<file path="src/rtl/board_winner_scan.sv">
`default_nettype none
// ============================================================================
//  Module   : board_winner_scan
//  Purpose  : Scans an N x N game board one line per cycle (rows, columns,
//             main diagonal, anti-diagonal) and reports the first winning
//             line, the winning player code and a draw flag.
//  Ports    : clk       - system clock, rising edge
//             rst_n     - asynchronous active-low reset
//             start     - scan request, honoured only while idle
//             board     - 2 bits per cell, cell (r,c) at [2*(r*N+c) +: 2]
//             busy      - high while scanning
//             done      - one-cycle pulse, results valid from this cycle
//             winner    - a winning line was found
//             who       - winning cell code (01/10), 00 if none
//             win_line  - index of the winning line, 0 if none
//             draw      - no winner and no empty cell
//  Options  : BOARD_DRAW_DETECT_EN - when defined, draw detection is built;
//             otherwise draw is tied low.
//  Revision : 1.0 - initial release
// ============================================================================
module board_winner_scan #(
   parameter int N  = 3,
   parameter int LW = $clog2(2*N+2)
) (
   input  logic              clk,
   input  logic              rst_n,
   input  logic              start,
   input  logic [2*N*N-1:0]  board,
   output logic              busy,
   output logic              done,
   output logic              winner,
   output logic [1:0]        who,
   output logic [LW-1:0]     win_line,
   output logic              draw
);

   typedef enum logic [1:0] {
      S_IDLE = 2'd0,
      S_SCAN = 2'd1,
      S_DONE = 2'd2
   } state_t;

   localparam logic [LW-1:0] c_last_idx = LW'(2*N+1);

   state_t               r_state;
   state_t               w_state_nxt;
   logic [2*N*N-1:0]     r_snap;
   logic [LW-1:0]        r_idx;
   logic                 r_busy;
   logic                 r_done;
   logic                 r_winner;
   logic [1:0]           r_who;
   logic [LW-1:0]        r_win_line;
   logic                 r_draw;

   logic [1:0]           w_cell0;
   logic                 w_all_eq;
   logic                 w_win;
   logic                 w_last;
   logic                 w_finish;
   logic                 w_full;

   // Gather the N cells of line r_idx from the snapshot and test that they
   // are all equal to the first one.
   always_comb begin
      int         li;
      int         r;
      int         c;
      logic [1:0] cur;
      li       = int'(r_idx);
      r        = 0;
      c        = 0;
      cur      = 2'b00;
      w_cell0  = 2'b00;
      w_all_eq = 1'b1;
      for (int i = 0; i < N; i++) begin
         if (li < N) begin
            r = li;
            c = i;
         end else if (li < 2*N) begin
            r = i;
            c = li - N;
         end else if (li == 2*N) begin
            r = i;
            c = i;
         end else begin
            r = i;
            c = N - 1 - i;
         end
         cur = r_snap[2*(r*N+c) +: 2];
         if (i == 0) begin
            w_cell0 = cur;
         end else if (cur != w_cell0) begin
            w_all_eq = 1'b0;
         end
      end
   end

   // Code 11 (invalid) and 00 (empty) never win even when a line is uniform.
   assign w_win    = w_all_eq && ((w_cell0 == 2'b01) || (w_cell0 == 2'b10));
   assign w_last   = (r_idx == c_last_idx);
   assign w_finish = w_win || w_last;

`ifdef BOARD_DRAW_DETECT_EN
   always_comb begin
      w_full = 1'b1;
      for (int i = 0; i < N*N; i++) begin
         if (r_snap[2*i +: 2] == 2'b00) begin
            w_full = 1'b0;
         end
      end
   end
`else
   assign w_full = 1'b0;
`endif

   // State register
   always_ff @(posedge clk or negedge rst_n) begin
      if (!rst_n) begin
         r_state <= S_IDLE;
      end else begin
         r_state <= w_state_nxt;
      end
   end

   // Next-state logic
   always_comb begin
      w_state_nxt = r_state;
      case (r_state)
         S_IDLE:  if (start) w_state_nxt = S_SCAN;
         S_SCAN:  if (w_finish) w_state_nxt = S_DONE;
         S_DONE:  w_state_nxt = S_IDLE;
         default: w_state_nxt = S_IDLE;
      endcase
   end

   // Datapath and registered outputs
   always_ff @(posedge clk or negedge rst_n) begin
      if (!rst_n) begin
         r_snap     <= '0;
         r_idx      <= '0;
         r_busy     <= 1'b0;
         r_done     <= 1'b0;
         r_winner   <= 1'b0;
         r_who      <= 2'b00;
         r_win_line <= '0;
         r_draw     <= 1'b0;
      end else begin
         r_done <= 1'b0;
         case (r_state)
            S_IDLE: begin
               if (start) begin
                  r_snap     <= board;
                  r_idx      <= '0;
                  r_busy     <= 1'b1;
                  r_winner   <= 1'b0;
                  r_who      <= 2'b00;
                  r_win_line <= '0;
                  r_draw     <= 1'b0;
               end
            end
            S_SCAN: begin
               if (w_win) begin
                  r_winner   <= 1'b1;
                  r_who      <= w_cell0;
                  r_win_line <= r_idx;
                  r_busy     <= 1'b0;
                  r_done     <= 1'b1;
               end else if (w_last) begin
                  // Only reached with no winner, so draw is just "board full".
                  r_draw     <= w_full;
                  r_busy     <= 1'b0;
                  r_done     <= 1'b1;
               end else begin
                  r_idx      <= r_idx + LW'(1);
               end
            end
            default: begin
            end
         endcase
      end
   end

   assign busy     = r_busy;
   assign done     = r_done;
   assign winner   = r_winner;
   assign who      = r_who;
   assign win_line = r_win_line;
   assign draw     = r_draw;

endmodule
`default_nettype wire

</file>
<file path="config.mk">
export PLATFORM = sky130hd
export DESIGN_NAME = board_winner_scan
export DESIGN_NICKNAME = d
export VERILOG_FILES = /design/src/rtl/board_winner_scan.sv
export SDC_FILE = /design/constraint.sdc
export NUM_CORES = 1
export LEC_CHECK = 0
export ABC_AREA = 1
export CORE_MARGIN = 4
export CORE_UTILIZATION = 25
export DETAILED_ROUTE_END_ITERATION = 10
export GPL_ROUTABILITY_DRIVEN = 0
export PLACE_DENSITY = 0.4
export SETUP_SLACK_MARGIN = 0.4
export SLEW_MARGIN = 15
export SYNTH_ARGS = -nofsm -noshare
export SYNTH_HDL_FRONTEND = slang
export SYNTH_SLANG_ARGS = --single-unit
</file>
<file path="constraint.sdc">
create_clock -name clk -period 10 [get_ports clk]
set_input_delay 2 -clock clk [delete_from_list [all_inputs] [get_ports clk]]
set_output_delay 2 -clock clk [all_outputs]
set_load 0.1 [all_outputs]
</file>
; ---- After elaboration in Yosys (flattened, before gate mapping)
; Cells that the tools add are included.
[word_totals]
regBits = 32
latchBits = 0
mem_bits_rw = 0
mem_bits_ro = 0
out_inout_bits = 9
word_cells = 84
memories = 0
[op_classes]
n_addsub = 5
mul = 3
n_div = 0
magnitude_cmp = 2
eq_ne = 14
shift = 3
muxes = 37
bitwise_logic = 0
reduce_logical = 11
[op_table]
columns = cell, count
row1 = two-way mux 31 bit, 6
row2 = indexed part select 18 x 32 -> 2 bit, 3
row3 = adder 31 bit, 3
row4 = two-way mux 3 bit, 7
row5 = multiplier 3 x 2 -> 5 bit (second input constant), 3
row6 = two-way mux 2 bit, 6
row7 = inequality test 2 bit (second input constant), 6
row8 = one-hot mux 3 bit (2 select lines), 2
row9 = two-way mux 1 bit, 11
row10 = one-hot mux 2 bit (2 select lines), 2
row11 = AND reduction 4 bit, 2
row12 = one-hot mux 1 bit (2 select lines), 3
row13 = AND reduction 3 bit, 2
row14 = equality test 2 x 1 -> 1 bit (second input constant), 2
row15 = inequality test 2 bit, 2
row16 = AND reduction 2 bit, 2
row17 = subtractor 3 x 2 -> 4 bit (second input constant), 1
row18 = adder 3 x 1 -> 3 bit (second input constant), 1
row19 = equality test 3 x 2 -> 1 bit (second input constant), 1
row20 = equality test 3 bit (second input constant), 1
row21 = less-than comparator 3 x 2 -> 1 bit (second input constant), 1
row22 = less-than comparator 3 bit (second input constant), 1
row23 = inequality test 3 bit (second input constant), 1
row24 = equality test 2 bit (second input constant), 1
row25 = 4 further kinds, 5

; ---- Logic depth before layout (Yosys ltp)
[logic_depth]
depth_word = 13
mapped_depth = 27
ltp_nobuf = 27

; ---- Worst setup path after synthesis
; OpenSTA, ideal clock, no wires.
[synth_timing]
path_kind = register to register
startpoint = register r_idx[1]
endpoint = register r_who[0], in the netlist who[0]
arrival_ns = 3.176
t_required_ns = 9.877
setup_slack_ns = 6.701
path_stages_with_launch = 24
n_path_buf = 1
period_less_slack_ns = 3.299
path_cell_list = dfrtp_1 ha_1 inv_1 ha_1 nand2_1 inv_1 ha_1 ha_1 ha_1 nand2_1 nand2_1 xor2_1 nand2_1 o211ai_1 nand2_1 nand2_2 inv_1 nor2_1 nand2_1 nand2_2 nand4_2 buf_6 nand3_1 o21ai_2
[synth_via]
elab_chain_len = 12
word_cells_on_any_way = 36
cone_classes = add/sub (4) / mul (3) / order compare (2) / eq/ne (6) / shift (3) / mux (15) / reduce/logical (3)
[synth_rtl]
columns = element, line_no
row1 = from (decl), 48  ; logic [LW-1:0] r_idx;
row2 = from (signal assigned), 175  ; r_idx <= r_idx + LW'(1);
row3 = branches (longest 12 deep; another with adder 31 bit), n/a
row4 = to (signal assigned), 165  ; r_who <= w_cell0;
row5 = to (decl), 52  ; logic [1:0] r_who;
; Parallel ways; which one is timed is not known. The select of a mux whose other input is x is not followed.
; A chain may end at the register's enable or synchronous reset.

; ---- Worst setup path after layout
[layout_timing]
startpoint = register r_idx[1]
endpoint = register r_win_line[2], in the netlist win_line[2]
[layout_via]
elab_chain_len = 12
word_cells_on_any_way = 34
cone_classes = add/sub (4) / mul (3) / order compare (2) / eq/ne (6) / shift (3) / mux (13) / reduce/logical (3)
[layout_rtl]
columns = element, line_no
row1 = branches (longest 9 deep; another with adder 31 bit), n/a
row2 = logical AND 1 bit *, 100  ; assign w_win = w_all_eq && ((w_cell0 == 2'b01) || (w_cell0 == 2'b10));
row3 = inequality test 2 bit (no line) *, n/a
row4 = AND reduction 3 bit (no line) *, n/a
row5 = to (signal assigned), 166  ; r_win_line <= r_idx;
row6 = to (decl), 53  ; logic [LW-1:0] r_win_line;
; Every way passes the cells marked *.

==> results.cfg <==
[status]
status = complete, no violations

[routing]
drt_pre_antenna_iters = 4
routed_wirelength_mm = 7.38
final_antenna_net_count = 0
wire_per_inst_um = 13.2
vias = 2514
detailedRoute.firstIterationViolations = 72
drt_drc_violations_left = 0
post_drt_via_cell_ratio = 4.50

[critical_path]
rr_startpoint = r_idx[1]
critical_path_peak_fanout = 11
critical_path.slowest_cell = sky130_fd_sc_hd__dfrtp_1
worstPathCellList = ha_1 -> inv_1 -> ha_1 -> nand2_1 -> inv_1 -> ha_1 -> fa_1 -> xnor2_1 -> inv_1 -> nand2_1 -> o211ai_1 -> nand2_1 -> nand2_1 -> nor2_1 -> inv_1 -> nand2_2 -> nand4_2 -> nand3_1 -> o21ai_2
max_stage_delay_ps = 560
worst_r2r_path_depth = 19
timing.setup.critical_path_class = flip-flop to flip-flop
worst_ep_arrival_time_ps = 4030
crit_path_start_kind = flip-flop
worst-endpoint-required_ps = 10170
timing.rr.end = win_line[2]
timing.reg2reg.setup_slack_ps = 6140
critPathTopFamily = adder cells
cp-end-kind = flip-flop
crit_buf_inv = 4

[place]
pre_cts_ws_ps = 6010
place.detailed.instances = 551
number_of_input_and_output_port_buffers_inserted = 28
hpwlAfterDp_mm = 6.03

[cts]
clock-root-buffer = sky130_fd_sc_hd__clkbuf_8
clk_path_buf_depth = 2
insertion_delay_of_the_later_clocked_pin_in_the_worst_skew_pair_ps = 290
post_cts.resized_instances = 0
clk_sinks = 31
post_cts_buffers = 0
cts.hold.buffers_added = 0
h-tree-depth = 2
reg_clk_slew_reported_paths_ps = 70
cts_buffers = 5
tritoncts = done

[synthesis]
synth-edff-count = 0
yosysUniqueCellTypes = 35
synth_top_cells_by_area = sky130_fd_sc_hd__dfrtp_1 (29%), sky130_fd_sc_hd__nand2_1 (18%), sky130_fd_sc_hd__nand3_1 (10%)
yosys_warnings = 0
yosysTopAreaCell = sky130_fd_sc_hd__dfrtp_1
synth-seq-area-share = 0.286
ys_ff_latch = 31
syn_inst = 394
synth_top_cell_area_share = 0.286
netlist_area_mm2 = 0.00272
dominantRegCellSynth = sky130_fd_sc_hd__dfrtp_1
async_reset_ff_frac = 1.00
synth_area_per_cell_um2 = 6.89

[hold_path]
hold_start = winner
min_delay_endpoint = winner
hold-path-cell-count = 2
timing.hold.worst.class = flip-flop to flip-flop

[sta]
timing.slew.headroom = 0.341
finish_stage_setup_viols = 0
timing.setup.tns_ps = 0
final.setup_skew_ps = 3.93
worst-slew-pin-transition_ps = 985
finalHoldViolations = 0
rsz0062_at_grt = no
drv_slew = 0
layout_min_cycle_time_ps = 3860
final_critical_path_setup_slack_ps = 6140
achievable-frequency_mhz = 259
min_period_over_period = 0.386

[cells_and_area]
n_antenna_cell = 0
final_common_cell = sky130_fd_sc_hd__nand2_1
layout-drive-gt1-share = 0.0898
syn_to_final_growth_pct = 18.7
final.fill_count = 1207
layout.core_utilization = 0.308
final_cell_mix = sky130_fd_sc_hd__nand2_1 (128), sky130_fd_sc_hd__nand3_1 (54), sky130_fd_sc_hd__inv_1 (48)
final_nets = 465
layout.cells.non_filler = 559

[global_routing]
globalRouteOverflowTotal = 0
initial_antenna_violation_count = 0
grt_start_max_net_pins = 32
overall_routing_resource_usage = 0.122
grt_pass1_vias = 2480
first_pass_grt_wire_length_mm = 12.6

[floorplanning]
top_level_ports = 30
die_height_um = 112
chipWidth_um = 112
initial_core_utilization = 0.260
placement_rows = 37
coreArea_mm2 = 0.0105
die-area_mm2 = 0.0126

[run]
drv_cap = 0
-- synthesized netlist by cell type, types with 5 or more instances --
cell                         n
sky130_fd_sc_hd__nand4_1     6
sky130_fd_sc_hd__inv_1      48
sky130_fd_sc_hd__nand2_1   128
sky130_fd_sc_hd__o21ai_0    12
sky130_fd_sc_hd__nand2_2     9
sky130_fd_sc_hd__a21oi_1    14
sky130_fd_sc_hd__nor2_1     19
sky130_fd_sc_hd__ha_1       20
sky130_fd_sc_hd__dfrtp_1    31
sky130_fd_sc_hd__nand3_1    54
sky130_fd_sc_hd__nand3b_1    7
sky130_fd_sc_hd__nand3_2     5
-- cell families (layout without fill, tap and decap cells) --
group / Yosys count / in the layout / share of synthesized area
buf+inv: 60 / 88 / 0.0968
compound gates: 37 / 37 / 0.0806
fa+ha+maj: 22 / 22 / 0.107
xor+xnor: 4 / 4 / 0.0129
flops: 31 / 31 / 0.286
simple gates: 238 / 238 / 0.414
other cells: 2 / 3 / 0.00277
-- layer usage --
layer | wire, um | GRT usage
met5 | 0 | 0
met1 | 3760 | 0.178
met2 | 3270 | 0.187
met3 | 218 | 0.0162
met4 | 135 | 0.0377
-- layout make-up --
cell class	instances	area, um^2	area share
multi-input combinational	304	1680	0.521
inverter	51	191	0.0594
clock inverter	2	35.0	0.0109
sequential	31	776	0.241
tap	136	170	0.0528
timing repair buffer	29	288	0.0893
clock buffer	6	82.6	0.0256
-- worst max-delay path by stage --
stage          cells past startpoint  startpoint          end  slack, ps
6_report                          19    r_idx[1]  win_line[2]       6140
5_1_grt                           20    r_idx[1]  win_line[0]       5680
3_5_place_dp                       4       start    r_snap[2]       6010
3_3_place_gp                       4       start    r_snap[2]       5970
4_1_cts                           19    r_idx[1]  win_line[2]       6080
2_1_floorplan                     23    r_idx[1]       who[0]       6700
-- worst min-delay path: stages, from the launching register on --
cell	delay [ps]
sky130_fd_sc_hd__dfrtp_1	350
sky130_fd_sc_hd__nand2_1	50
sky130_fd_sc_hd__nand2_1	60
-- state kept, by name, summed over array words and instances (netlist names) --
| signal | count |
|---|---|
| busy | 1 |
| done | 1 |
| r_idx | 3 |
| r_snap | 18 |
| r_state | 2 |
| who | 2 |
| win_line | 3 |
| winner | 1 |
-- metrics by stage --
step,hold WS [ps],cell area [um^2]
2_1_floorplan,463,2720
3_3_place_gp,485,3110
3_5_place_dp,468,3110
4_1_cts,502,3220
5_1_grt,534,3220
6_report,494,3220
Power is not shown: default switching activity piles up to over one toggle a cycle in this logic, so the estimate is an artifact.
